==> src/rtl/latch_bank_arbiter.sv <==
// latch_bank_arbiter
//   Round-robin arbiter and write sequencer for a shared bank of DEPTH
//   level-sensitive D latches (WIDTH bits each). One client is granted at a
//   time; the bank is driven through a SETUP / ENABLE / HOLD sequence so that
//   latch_d is stable whenever any latch_e bit is high.
//
// Ports
//   clk        system clock, rising edge
//   rst_n      asynchronous active-low reset
//   req        per-client write request (level)
//   req_addr   per-client target entry, client i at [i*AW +: AW]
//   req_data   per-client write data, client i at [i*WIDTH +: WIDTH]
//   gnt        one-hot grant, SETUP through HOLD
//   ack        one-hot completion pulse in HOLD
//   addr_err   pulses with ack when the granted address is >= DEPTH
//   busy       high whenever the sequencer is not idle
//   latch_e    per-entry latch enable (registered)
//   latch_d    shared latch data bus (registered)
//   latch_q    bank Q outputs, entry j at [j*WIDTH +: WIDTH]  (LATCH_READBACK_EN)
//   rd_err     pulses with ack when read-back differs        (LATCH_READBACK_EN)
//
// Build option: define LATCH_READBACK_EN to add the read-back compare.
//
// state    | meaning
// ---------+------------------------------------------------------------
// S_IDLE   | arbitrate among req, capture winner's index/addr/data
// S_SETUP  | data driven on latch_d, enables low
// S_ENABLE | latch_e[addr] high for EN_CYCLES cycles, data held
// S_HOLD   | enables low, data held, ack (+ addr_err / rd_err), advance ptr

module latch_bank_arbiter #(
   parameter int NREQ      = 4,
   parameter int WIDTH     = 8,
   parameter int DEPTH     = 4,
   parameter int AW        = 2,
   parameter int EN_CYCLES = 1
) (
   input  logic                    clk,
   input  logic                    rst_n,
   input  logic [NREQ-1:0]         req,
   input  logic [NREQ*AW-1:0]      req_addr,
   input  logic [NREQ*WIDTH-1:0]   req_data,
`ifdef LATCH_READBACK_EN
   input  logic [DEPTH*WIDTH-1:0]  latch_q,
   output logic                    rd_err,
`endif
   output logic [NREQ-1:0]         gnt,
   output logic [NREQ-1:0]         ack,
   output logic                    addr_err,
   output logic                    busy,
   output logic [DEPTH-1:0]        latch_e,
   output logic [WIDTH-1:0]        latch_d
);

   localparam int GW = (NREQ > 1) ? $clog2(NREQ) : 1;
   localparam int CW = (EN_CYCLES > 1) ? $clog2(EN_CYCLES) : 1;

   typedef enum logic [1:0] {S_IDLE, S_SETUP, S_ENABLE, S_HOLD} state_t;

   state_t            r_state;
   state_t            w_state_nxt;
   logic [GW-1:0]     r_ptr;
   logic [GW-1:0]     r_gidx;
   logic [AW-1:0]     r_addr;
   logic [WIDTH-1:0]  r_latch_d;
   logic [DEPTH-1:0]  r_latch_e;
   logic [CW-1:0]     r_cnt;

   logic [2*NREQ-1:0] w_req_rot;
   logic [GW:0]       w_sum;
   logic [GW-1:0]     w_sel;
   logic [AW-1:0]     w_sel_addr;
   logic [WIDTH-1:0]  w_sel_data;
   logic [DEPTH-1:0]  w_e_dec;
   logic              w_any_req;
   logic              w_addr_bad;

   // Rotate requests so bit k is client (ptr+k) mod NREQ; lowest set bit wins.
   assign w_req_rot = {req, req} >> r_ptr;
   assign w_any_req = |req;

   always_comb begin
      w_sum = '0;
      for (int k = NREQ-1; k >= 0; k--) begin
         if (w_req_rot[k]) w_sum = {1'b0, r_ptr} + (GW+1)'(k);
      end
      if (w_sum >= (GW+1)'(NREQ)) w_sum = w_sum - (GW+1)'(NREQ);
   end

   assign w_sel = w_sum[GW-1:0];

   always_comb begin
      w_sel_addr = '0;
      w_sel_data = '0;
      for (int j = 0; j < NREQ; j++) begin
         if (w_sel == GW'(j)) begin
            w_sel_addr = req_addr[j*AW +: AW];
            w_sel_data = req_data[j*WIDTH +: WIDTH];
         end
      end
   end

   // Out-of-range addresses match no entry, so the decode is all zeros.
   always_comb begin
      w_e_dec = '0;
      for (int j = 0; j < DEPTH; j++) begin
         w_e_dec[j] = (r_addr == AW'(j));
      end
   end

   assign w_addr_bad = ({1'b0, r_addr} >= (AW+1)'(DEPTH));

   always_ff @(posedge clk or negedge rst_n) begin
      if (!rst_n) r_state <= S_IDLE;
      else        r_state <= w_state_nxt;
   end

   always_comb begin
      w_state_nxt = r_state;
      case (r_state)
         S_IDLE:   if (w_any_req) w_state_nxt = S_SETUP;
         S_SETUP:  w_state_nxt = S_ENABLE;
         S_ENABLE: if (r_cnt == '0) w_state_nxt = S_HOLD;
         S_HOLD:   w_state_nxt = S_IDLE;
         default:  w_state_nxt = S_IDLE;
      endcase
   end

   always_ff @(posedge clk or negedge rst_n) begin
      if (!rst_n) begin
         r_ptr     <= '0;
         r_gidx    <= '0;
         r_addr    <= '0;
         r_latch_d <= '0;
         r_latch_e <= '0;
         r_cnt     <= '0;
      end else begin
         if (r_state == S_IDLE && w_any_req) begin
            r_gidx    <= w_sel;
            r_addr    <= w_sel_addr;
            r_latch_d <= w_sel_data;
         end
         if (r_state == S_SETUP)                      r_cnt <= CW'(EN_CYCLES-1);
         else if (r_state == S_ENABLE && r_cnt != '0) r_cnt <= r_cnt - 1'b1;
         if (r_state == S_HOLD) begin
            r_ptr <= (r_gidx == GW'(NREQ-1)) ? '0 : r_gidx + 1'b1;
         end
         // Enable is registered from the next state so it rises one cycle
         // after data settles and falls one cycle before data may change.
         r_latch_e <= (w_state_nxt == S_ENABLE) ? w_e_dec : '0;
      end
   end

   always_comb begin
      gnt      = '0;
      ack      = '0;
      addr_err = 1'b0;
      busy     = (r_state != S_IDLE);
      for (int j = 0; j < NREQ; j++) begin
         gnt[j] = (r_state != S_IDLE) && (r_gidx == GW'(j));
         ack[j] = (r_state == S_HOLD) && (r_gidx == GW'(j));
      end
      if (r_state == S_HOLD) addr_err = w_addr_bad;
   end

   assign latch_e = r_latch_e;
   assign latch_d = r_latch_d;

`ifdef LATCH_READBACK_EN
   logic [WIDTH-1:0] w_q_sel;

   always_comb begin
      w_q_sel = '0;
      for (int j = 0; j < DEPTH; j++) begin
         if (r_addr == AW'(j)) w_q_sel = latch_q[j*WIDTH +: WIDTH];
      end
   end

   assign rd_err = (r_state == S_HOLD) && !w_addr_bad && (w_q_sel != r_latch_d);
`endif

endmodule
==> config.mk <==
export PLATFORM = sky130hd
export DESIGN_NAME = latch_bank_arbiter
export DESIGN_NICKNAME = d
export VERILOG_FILES = /design/src/rtl/latch_bank_arbiter.sv
export SDC_FILE = /design/constraint.sdc
export NUM_CORES = 1
export LEC_CHECK = 0
export CELL_PAD_IN_SITES_DETAIL_PLACEMENT = 0
export CELL_PAD_IN_SITES_GLOBAL_PLACEMENT = 1
export CORE_MARGIN = 2
export CORE_UTILIZATION = 25
export DETAILED_ROUTE_END_ITERATION = 10
export PLACE_DENSITY_LB_ADDON = 0.08
export SETUP_SLACK_MARGIN = 0.5
export SLEW_MARGIN = 30
export SYNTH_ARGS = -nofsm -noshare
export SYNTH_HDL_FRONTEND = slang
export SYNTH_SLANG_ARGS = --single-unit
==> constraint.sdc <==
create_clock -name clk -period 3.15 [get_ports clk]
set_input_delay 0.63 -clock clk [delete_from_list [all_inputs] [get_ports clk]]
set_output_delay 0.63 -clock clk [all_outputs]
set_load 0.05 [all_outputs]
==> results.toml, run 1 <==
[outcome]
outcome = "complete, no violations"

[finish]
area_growth_pct = 58.95
fin_cells = 271
antennaDiodeCount = 0
n_fill_cell = 540
seq_area_sq_um = 525.5
multi_input_area_sq_um = 743.2
drive_above_1_share = 0.06965
layout.nets = 256

[synth]
synthCells = 135
synth_area_leaders = "dfrtp_1 (39%), ha_1 (7.5%), mux2i_1 (7.5%), a2111oi_0 (6.5%), a211oi_1 (5.6%)"
ys.flop_type = "dfrtp_1"
synth-edff-count = 0
yosys.area.top_type = "dfrtp_1"
syn_area_sq_um = 1341
yosysWarningCount = 0
synth_area_per_cell_sq_um = 9.935
ys_top_cells_by_count = "dfrtp_1 (21), nor2_1 (14)"
synth_top_area_frac = 0.3918
ys_seq_area_frac = 0.3918
ys_types = 33
yosys.cell_count.top_type = "dfrtp_1"
ys_ff_latch = 21
synthArstFlopShare = 1.000
synth_fp_nets = 189

[clocking]
cts.clk_slew.worst_paths_ps = 80
clock-sinks = 21
cts_buffers = 3
cts_tree = "built"
clockRootBuffer = "clkbuf_8"
cts_resized = 4
cts_max_level = 1
postCtsHoldBufs = 0
insertion_delay_ps = 260
cts_setup_buffers = 0
clockBufferDepth = 2

[detailed_routing]
wl_um = 3670
firstDrtPassIters = 4
viasPerCell = 4.579
postRouteAntennaNets = 0
dr_total_vias = 1241
drt_iter0_markers = 29
wl_per_cell_um = 13.54
drc = 0

[timing]
finalCritPeriodShare = 0.8030
rsz0062_at_grt = "no"
fin_worst_skew_ps = 2.468
worstMarginPinSlew_ps = 519.5
setup_viol = 0
setup_tns_ps = 0
hold_violations = 0
fmax_mhz = 395.3
period_needed_ps = 2529
relSlewSlack = 0.6526
maxSlewViolCount = 0

[critical_path]
crit_type = "flip-flop to output port"
critPathRequiredTime_ps = 2520
crit_slowest_cell = "clkdlybuf4s50_1"
worstPathArrival_ps = 1900
crit_fanout = 7
slowest_delay_ps = 800
cp-end-kind = "output port"
path_cells = "ha_1 -> and2_1 -> clkdlybuf4s50_1"
critPathLaunchType = "flip-flop"

[floorplan]
std_cell_rows = 26
dieHeight_um = 77.25
start_util = 0.2610
dieWidth_um = 77.25
fp.dieArea_sq_um = 5967
core_sq_um = 5140
ios = 68

[grt]
grt_pass1_wl_um = 6292
antenna_found_initial = 0
grt_pass1_vias = 1362
grt-ovfl-total = 0
grtUsageMet3 = 0.02235
busiest_layer = "met2"
grtUsageTotal = 0.1285
grtUsageMet1 = 0.1715
grt_max_degree = 22
grtUsageMet2 = 0.2122

[power]
p_per_area_nw_per_um2 = 922.5
power.leakage_nw = 0.8891
peakVddDrop_uv = 299.5

[placement]
dp_cells = 267
gp_congestion = 0.7196
io_buffers = 66
dp_hpwl_um = 2942

[hold_path]
min-delay-path-class = "flip-flop to flip-flop"

[job]
drv_cap = 0
logic make-up after synthesis:
| logic type | synth area share |
|---|---|
| AOI/OAI and AO/OA | 0.2435 |
| and+or+nand+nor | 0.1353 |
| DFF | 0.3918 |
| buffers and inverters | 0.06064 |
| muxes | 0.09142 |
| adders and majority gates | 0.07463 |
| other | 0.002796 |
final timing paths:
check	start	to	slack, ps	cells past startpoint
setup reg to reg	r_state[0]	latch_d[1]	1080	5
hold reg to reg	r_addr[0]	latch_e[2]	510	1
setup / recovery	r_state[0]	ack[2]	620	3
min in group asynchronous	rst_n	latch_d[7]	720	2
hold / removal	r_addr[0]	latch_e[2]	510	1
max in group asynchronous	rst_n	r_addr[1]	2210	2
cell usage in the layout (no fill, tap or decap):
master and n:
a2111oi_0 9, a2111oi_1 1, a211oi_1 10, a21boi_0 10
a21boi_1 1, a21o_1 1, a21oi_1 2, a2bb2oi_1 1
and2_1 6, and3_1 1, buf_4 6, clkbuf_8 3
clkdlybuf4s50_1 61, clkinv_2 1, conb_1 1, dfrtp_1 21
dlygate4sd2_1 4, dlymetal6s2s_1 1, ha_1 8, inv_1 7
mux2_1 1, mux2_2 1, mux2i_1 10, nand2_1 4
nand2b_4 1, nor2_1 14, nor2b_1 5, nor3_1 1
nor3b_1 1, nor3b_2 1, o21ai_0 2, o21ai_1 1
o2bb2a_1 1, o32a_1 1, o41a_1 1, o41ai_2 1
layout make-up:
| type | instances | area share |
|---|---|---|
| clock buffer | 3 | 0.01937 |
| clock inverter | 1 | 0.002347 |
| inverter | 7 | 0.01232 |
| multi-input combinational | 97 | 0.3486 |
| sequential | 21 | 0.2465 |
| tap | 70 | 0.04108 |
| timing repair buffer | 72 | 0.3298 |
registers in the layout (all words and copies together), names as in the netlist:
register,cells
r_addr,2
latch_e,4
r_gidx,2
r_state,2
r_cnt,1
r_ptr,2
latch_d,8
stage by stage:
step	instance area (sq um)	power (W)	util	hold slack, ps	setup slack (ps)
after floorplan	1341	0.001384	-	334.4	1020
after global placement	2087	0.001801	0.4060	488.0	418.1
after detailed placement	2087	0.001823	0.4060	502.3	387.1
after CTS	2128	0.001993	0.4141	514.3	544.6
after global routing	2132	0.002121	0.4148	534.2	509.8
final	2132	0.001967	0.4148	510.4	620.6
routing by layer:
metal  share of wire  up-vias
met2            0.47       43
met1            0.47      576
met3           0.054        2
li1                -      620
met4          0.0046        0
met5               0        -
critical path, delay by kind of cell, from the launching register on:
| kind | cells | cell delay, ps |
|---|---|---|
| buffers and inverters | 1 | 800 |
| flip-flops | 1 | 400 |
| adder cells (fa/ha/maj) | 1 | 280 |
| AND/OR/NAND/NOR | 1 | 150 |
report_power, final:
part,switching [W],internal (W),total [W]
clock,0.0000941,0.0000881,0.000182
sequential,0.0000854,0.000392,0.000478
combinational,0.000809,0.000497,0.00131
total,0.000989,0.000978,0.00197
(Power assumes the default switching activity.)
==> run 2: changes to the inputs <==
==> constraint.sdc (replaced) <==
create_clock -name clk -period 2.6 [get_ports clk]
set_input_delay 0.52 -clock clk [delete_from_list [all_inputs] [get_ports clk]]
set_output_delay 0.52 -clock clk [all_outputs]
set_load 0.05 [all_outputs]
==> run 2 against run 1 <==
Worst setup slack lost 55 ps; design area rose by 6.2%; utilization increased by 2.6 points; die area is the same; total power increased by 29%; clock skew grew 3.1 ps; critical endpoint is now latch_e[1]; largest power group unchanged.
==> results.toml, run 2 (synthesis gave the netlist of run 1 again) <==
[power]
sequentialPowerShare = 0.229
switching_power_w = 0.001275
power.leakage_nw = 0.9248
p_per_area_nw_per_um2 = 1125
peakVddDrop_uv = 488.9
clkPwrFrac = 0.087
switching_share = 0.5007
p_int_w = 0.001271
pwr-share-comb = 0.684

[grt]
grt_pass1_wl_um = 6437
grt_max_degree = 22
grtUsageTotal = 0.1346
grt-ovfl-total = 0
antenna_found_initial = 0
grt_pass1_vias = 1415

[timing]
hold_violations = 0
relSlewSlack = 0.6620
maxSlewViolCount = 0
fin_ws_ps = 565.2
period_needed_ps = 2035
setup_viol = 0
finalCritPeriodShare = 0.7826
setup_tns_ps = 0
rsz0062_at_grt = "no"
timing.hold.ws_ps = 518.6
fin_worst_skew_ps = 5.615
worstMarginPinSlew_ps = 505.4
fmax_mhz = 491.4

[floorplan]
start_util = 0.2610
fp.dieArea_sq_um = 5967
dieWidth_um = 77.25
std_cell_rows = 26
core_sq_um = 5140
ios = 68
dieHeight_um = 77.25

[critical_path]
r2r_slack_ps = 810
path_buf_inv = 2
r2r-start = "r_ptr[1]"
path_cells = "clkdlybuf4s50_1 -> buf_4 -> o41a_1 -> o32a_1 -> nand2b_4 -> nor3b_2"
path_depth = 6
r2r_cells = 6
crit_start = "req[1]"
critical_path.endpoint = "latch_e[1]"
slowest_delay_ps = 430
rr_endpoint = "latch_d[4]"
critPathLaunchType = "input port"
path_delay_family = "compound AO/OA/AOI/OAI gates"
crit_slowest_cell = "clkdlybuf4s50_1"
crit_fanout = 4
crit_type = "input port to flip-flop"
critPathRequiredTime_ps = 2790
cp-end-kind = "flip-flop"
worstPathArrival_ps = 2220

[detailed_routing]
wl_per_cell_um = 14.15
firstDrtPassIters = 4
viasPerCell = 4.633
dr_total_vias = 1288
wl_um = 3934
drt_iter0_markers = 22
drc = 0
postRouteAntennaNets = 0

[finish]
antennaDiodeCount = 0
layout_commonest_cell = "clkdlybuf4s50_1"
largest_reg_flops = 8
area_growth_pct = 68.75
final_core_util = 0.4404
layout.nets = 263
fin_cells = 278
mostFrequentLayoutCells = "clkdlybuf4s50_1 (56), dfrtp_1 (21), nor2_1 (14)"
drive_above_1_share = 0.2163

[outcome]
outcome = "complete, no violations"

[clocking]
cts.clk_slew.worst_paths_ps = 80
clockRootBuffer = "clkbuf_8"
cts_buffers = 3
cts_tree = "built"
clockBufferDepth = 2
insertion_delay_ps = 270
clock-sinks = 21
cts_max_level = 1
postCtsHoldBufs = 0

[placement]
io_buffers = 66
dp_slack_ps = 8.310
dp_hpwl_um = 3021
gp_congestion = 0.7405
dp_cells = 273

[job]
drv_cap = 0

[hold_path]
min-delay-path-class = "flip-flop to flip-flop"
run 2: worst reg2reg max path, stage by stage (launching register included):
cell and delay, ps:
dfrtp_1 450, mux2_1 250, nand2_2 100, and2_1 190, buf_6 160, a2111oi_0 440
a211oi_1 90
run 2: power groups by stage:
stage	Sequential (W)	Combinational [W]	Clock, W
floorplan	0.000850	0.000826	0
global placement	0.000583	0.00163	0
detailed placement	0.000588	0.00166	0
CTS	0.000582	0.00166	0.000231
global route	0.000605	0.00189	0.000245
finish	0.000583	0.00174	0.000223
run 2: cell type report:
type                            instances  area, sq um
Clock buffer                            3        41.29
Clock inverter                          1        5.005
Fill cell                             533         2877
Inverter                                7        26.28
Multi-Input combinational cell         97        827.0
Sequential cell                        21        525.5
Tap cell                               70        87.58
Timing Repair Buffer                   79        750.7
run 2: worst min-delay path by stage:
stage,from,endpoint,depth (start not counted)
2_1_floorplan,rst_n,latch_d[0],0
3_3_place_gp,r_addr[0],latch_e[2],1
3_5_place_dp,r_addr[0],latch_e[2],1
4_1_cts,r_addr[0],latch_e[2],1
5_1_grt,r_addr[0],latch_e[2],1
6_report,r_addr[0],latch_e[2],1
run 2: timing repair:
action	4_1_cts	5_1_grt
setup buffers	0	1
gates cloned	0	0
gates resized for setup	41	21
endpoints found under the hold margin	0	0
endpoints found under the setup margin	20	19
pin swaps	1	5
run 2: through the flow:
stage	power [W]	instance area, sq um
detailed placement	0.002244	2132
CTS	0.002476	2190
finish	0.002547	2263
global placement	0.002217	2132
global route	0.002742	2263
floorplan	0.001676	1341
run 2: layer usage:
metal / GRT usage / up-vias / share of wire
li1: - / 631 / -
met1: 0.1713 / 608 / 0.45
met2: 0.2261 / 44 / 0.47
met3: 0.03294 / 5 / 0.062
met4: 0.03750 / 0 / 0.011
met5: 0 / - / 0
==> run 3: changes to the inputs <==
==> constraint.sdc (replaced) <==
create_clock -name clk -period 2.1 [get_ports clk]
set_input_delay 0.42 -clock clk [delete_from_list [all_inputs] [get_ports clk]]
set_output_delay 0.42 -clock clk [all_outputs]
set_load 0.05 [all_outputs]
==> run 3 against run 2 <==
Hold slack got worse by 12 ps; clock skew decreased by 4.7 ps; register-to-register slack worse by 420 ps; via count grew 5.4%; design area increased by 18%; wire length grew 16%; count of clock-buffer cells in the layout is the same; sequential power rose by 34%; die area stayed put; total power grew 53%; final cell count rose by 6.1%; sequential cell count stayed put; critical endpoint is now busy; largest cell class is now non-clock buffers.
==> results.toml, run 3 (synthesis gave the netlist of run 1 again) <==
[outcome]
outcome = "complete, no violations"

[critical_path]
worstPathArrival_ps = 1290
critical_path.endpoint = "busy"
critPathLaunchType = "flip-flop"
crit_type = "flip-flop to output port"
rr_endpoint = "latch_e[3]"
r2r_slack_ps = 390
crit_fanout = 8
crit_start = "r_state[0]"
r2r-start = "r_state[1]"
r2r_cells = 6
critPathRequiredTime_ps = 1680
cp-end-kind = "output port"

[finish]
n_fill_cell = 509
final_core_util = 0.5209
largest_reg_flops = 8
mostFrequentLayoutCells = "clkdlybuf4s50_1 (41), dfrtp_1 (17), buf_4 (17)"
antennaDiodeCount = 0
layout_commonest_cell = "clkdlybuf4s50_1"
layout.nets = 280
drive_above_1_share = 0.4178
post-route-cell-area_sq_um = 2678
area_growth_pct = 99.63

[grt]
grt_max_degree = 22
grt_pass1_wl_um = 7307
grtUsageTotal = 0.1540
grt_pass1_vias = 1497
antenna_found_initial = 0
grt-ovfl-total = 0

[floorplan]
ios = 68
dieWidth_um = 77.25
dieHeight_um = 77.25
start_util = 0.2610
fp.dieArea_sq_um = 5967
core_sq_um = 5140
std_cell_rows = 26

[power]
p_per_area_nw_per_um2 = 1456
power.leakage_nw = 1.093
peakVddDrop_uv = 580.5

[detailed_routing]
drc = 0
drt_iter0_markers = 45
postRouteAntennaNets = 0
dr_total_vias = 1357
viasPerCell = 4.600
wl_per_cell_um = 15.43
wl_um = 4551
firstDrtPassIters = 4

[placement]
dp_hpwl_um = 3160
placed_area_sq_um = 2280
dp_slack_ps = -246.6
gp_congestion = 0.7531
io_buffers = 66

[timing]
fin_worst_skew_ps = 0.9046
fin_ws_ps = 390.1
fmax_mhz = 584.8
hold_violations = 0
rsz0062_at_grt = "yes"
finalCritPeriodShare = 0.8142
setup_viol = 0
period_needed_ps = 1710
maxSlewViolCount = 0

[clocking]
cts.clk_slew.worst_paths_ps = 90
clock-sinks = 21
clockRootBuffer = "clkbuf_8"
cts_tree = "built"
cts_max_level = 1
cts_buffers = 3
clockBufferDepth = 2
insertion_delay_ps = 260

[job]
drv_cap = 0

[hold_path]
min-delay-path-class = "input port to async pin"
[run 3: cell types whose count changed in the layout (fill, tap and decap cells not counted), sizes merged]
cell,delta
buf,+25
clkbuf,+2
clkdlybuf4s15,+2
clkdlybuf4s50,-15
clkinv,-1
clkinvlp,+1
dlygate4sd2,+3
[run 3: worst min path at each step]
stage                          from          to  slack (ps)  depth (start not counted)
after floorplan               rst_n  latch_d[0]         120                          0
after global placement    r_addr[1]  latch_e[1]         500                          1
after detailed placement  r_addr[1]  latch_e[1]         500                          1
after CTS                     rst_n    r_ptr[0]         520                          2
after global routing          rst_n    r_ptr[0]         530                          2
final                         rst_n    r_ptr[0]         510                          2
[run 3: metrics by stage]
step / instances / hold WS [ps] / power, W / TNS (ps)
floorplan: 135 / 124.4 / 0.002126 / 0
global placement: 279 / 499.4 / 0.002987 / -1930
global route: 295 / 530.7 / 0.004135 / 0
finish: 295 / 506.6 / 0.003898 / 0
detailed placement: 279 / 504.6 / 0.003036 / -2380
CTS: 293 / 517.4 / 0.003744 / 0
[run 3: timing repair]
| action | CTS | global route |
|---|---|---|
| pin swaps | 24 | 6 |
| resized for setup | 87 | 25 |
| setup endpoints to repair | 38 | 33 |
| cloned | 1 | 0 |
| hold buffers | 0 | 0 |
| setup buffers | 9 | 2 |
[run 3: report_power, final]
group	total, W	internal, W	leakage, nW	switching [W]
Clock	0.000284	0.000134	0.0217	0.000150
Sequential	0.000781	0.000596	0.248	0.000185
Combinational	0.00283	0.00131	0.824	0.00152
[run 3: layout make-up]
type	count	area, sq um	share of cell area
Inverter	7	31.28	0.01168
Sequential cell	21	530.5	0.1981
Tap cell	70	87.58	0.03271
Clock buffer	3	41.29	0.01542
Clock inverter	1	7.507	0.002804
Timing Repair Buffer	96	996.0	0.3720
Multi-Input combinational cell	97	983.4	0.3673
[run 3: worst max-delay path: stages, from the launching register on]
cell	delay [ps]
dfrtp_2	460
inv_2	100
ha_4	250
inv_2	70
buf_12	150
[run 3: per-layer routing]
metal	wire length, um	GRT usage
met1	1842	0.1863
met2	2408	0.2643
met3	235	0.03176
met4	65	0.06429
met5	0	0
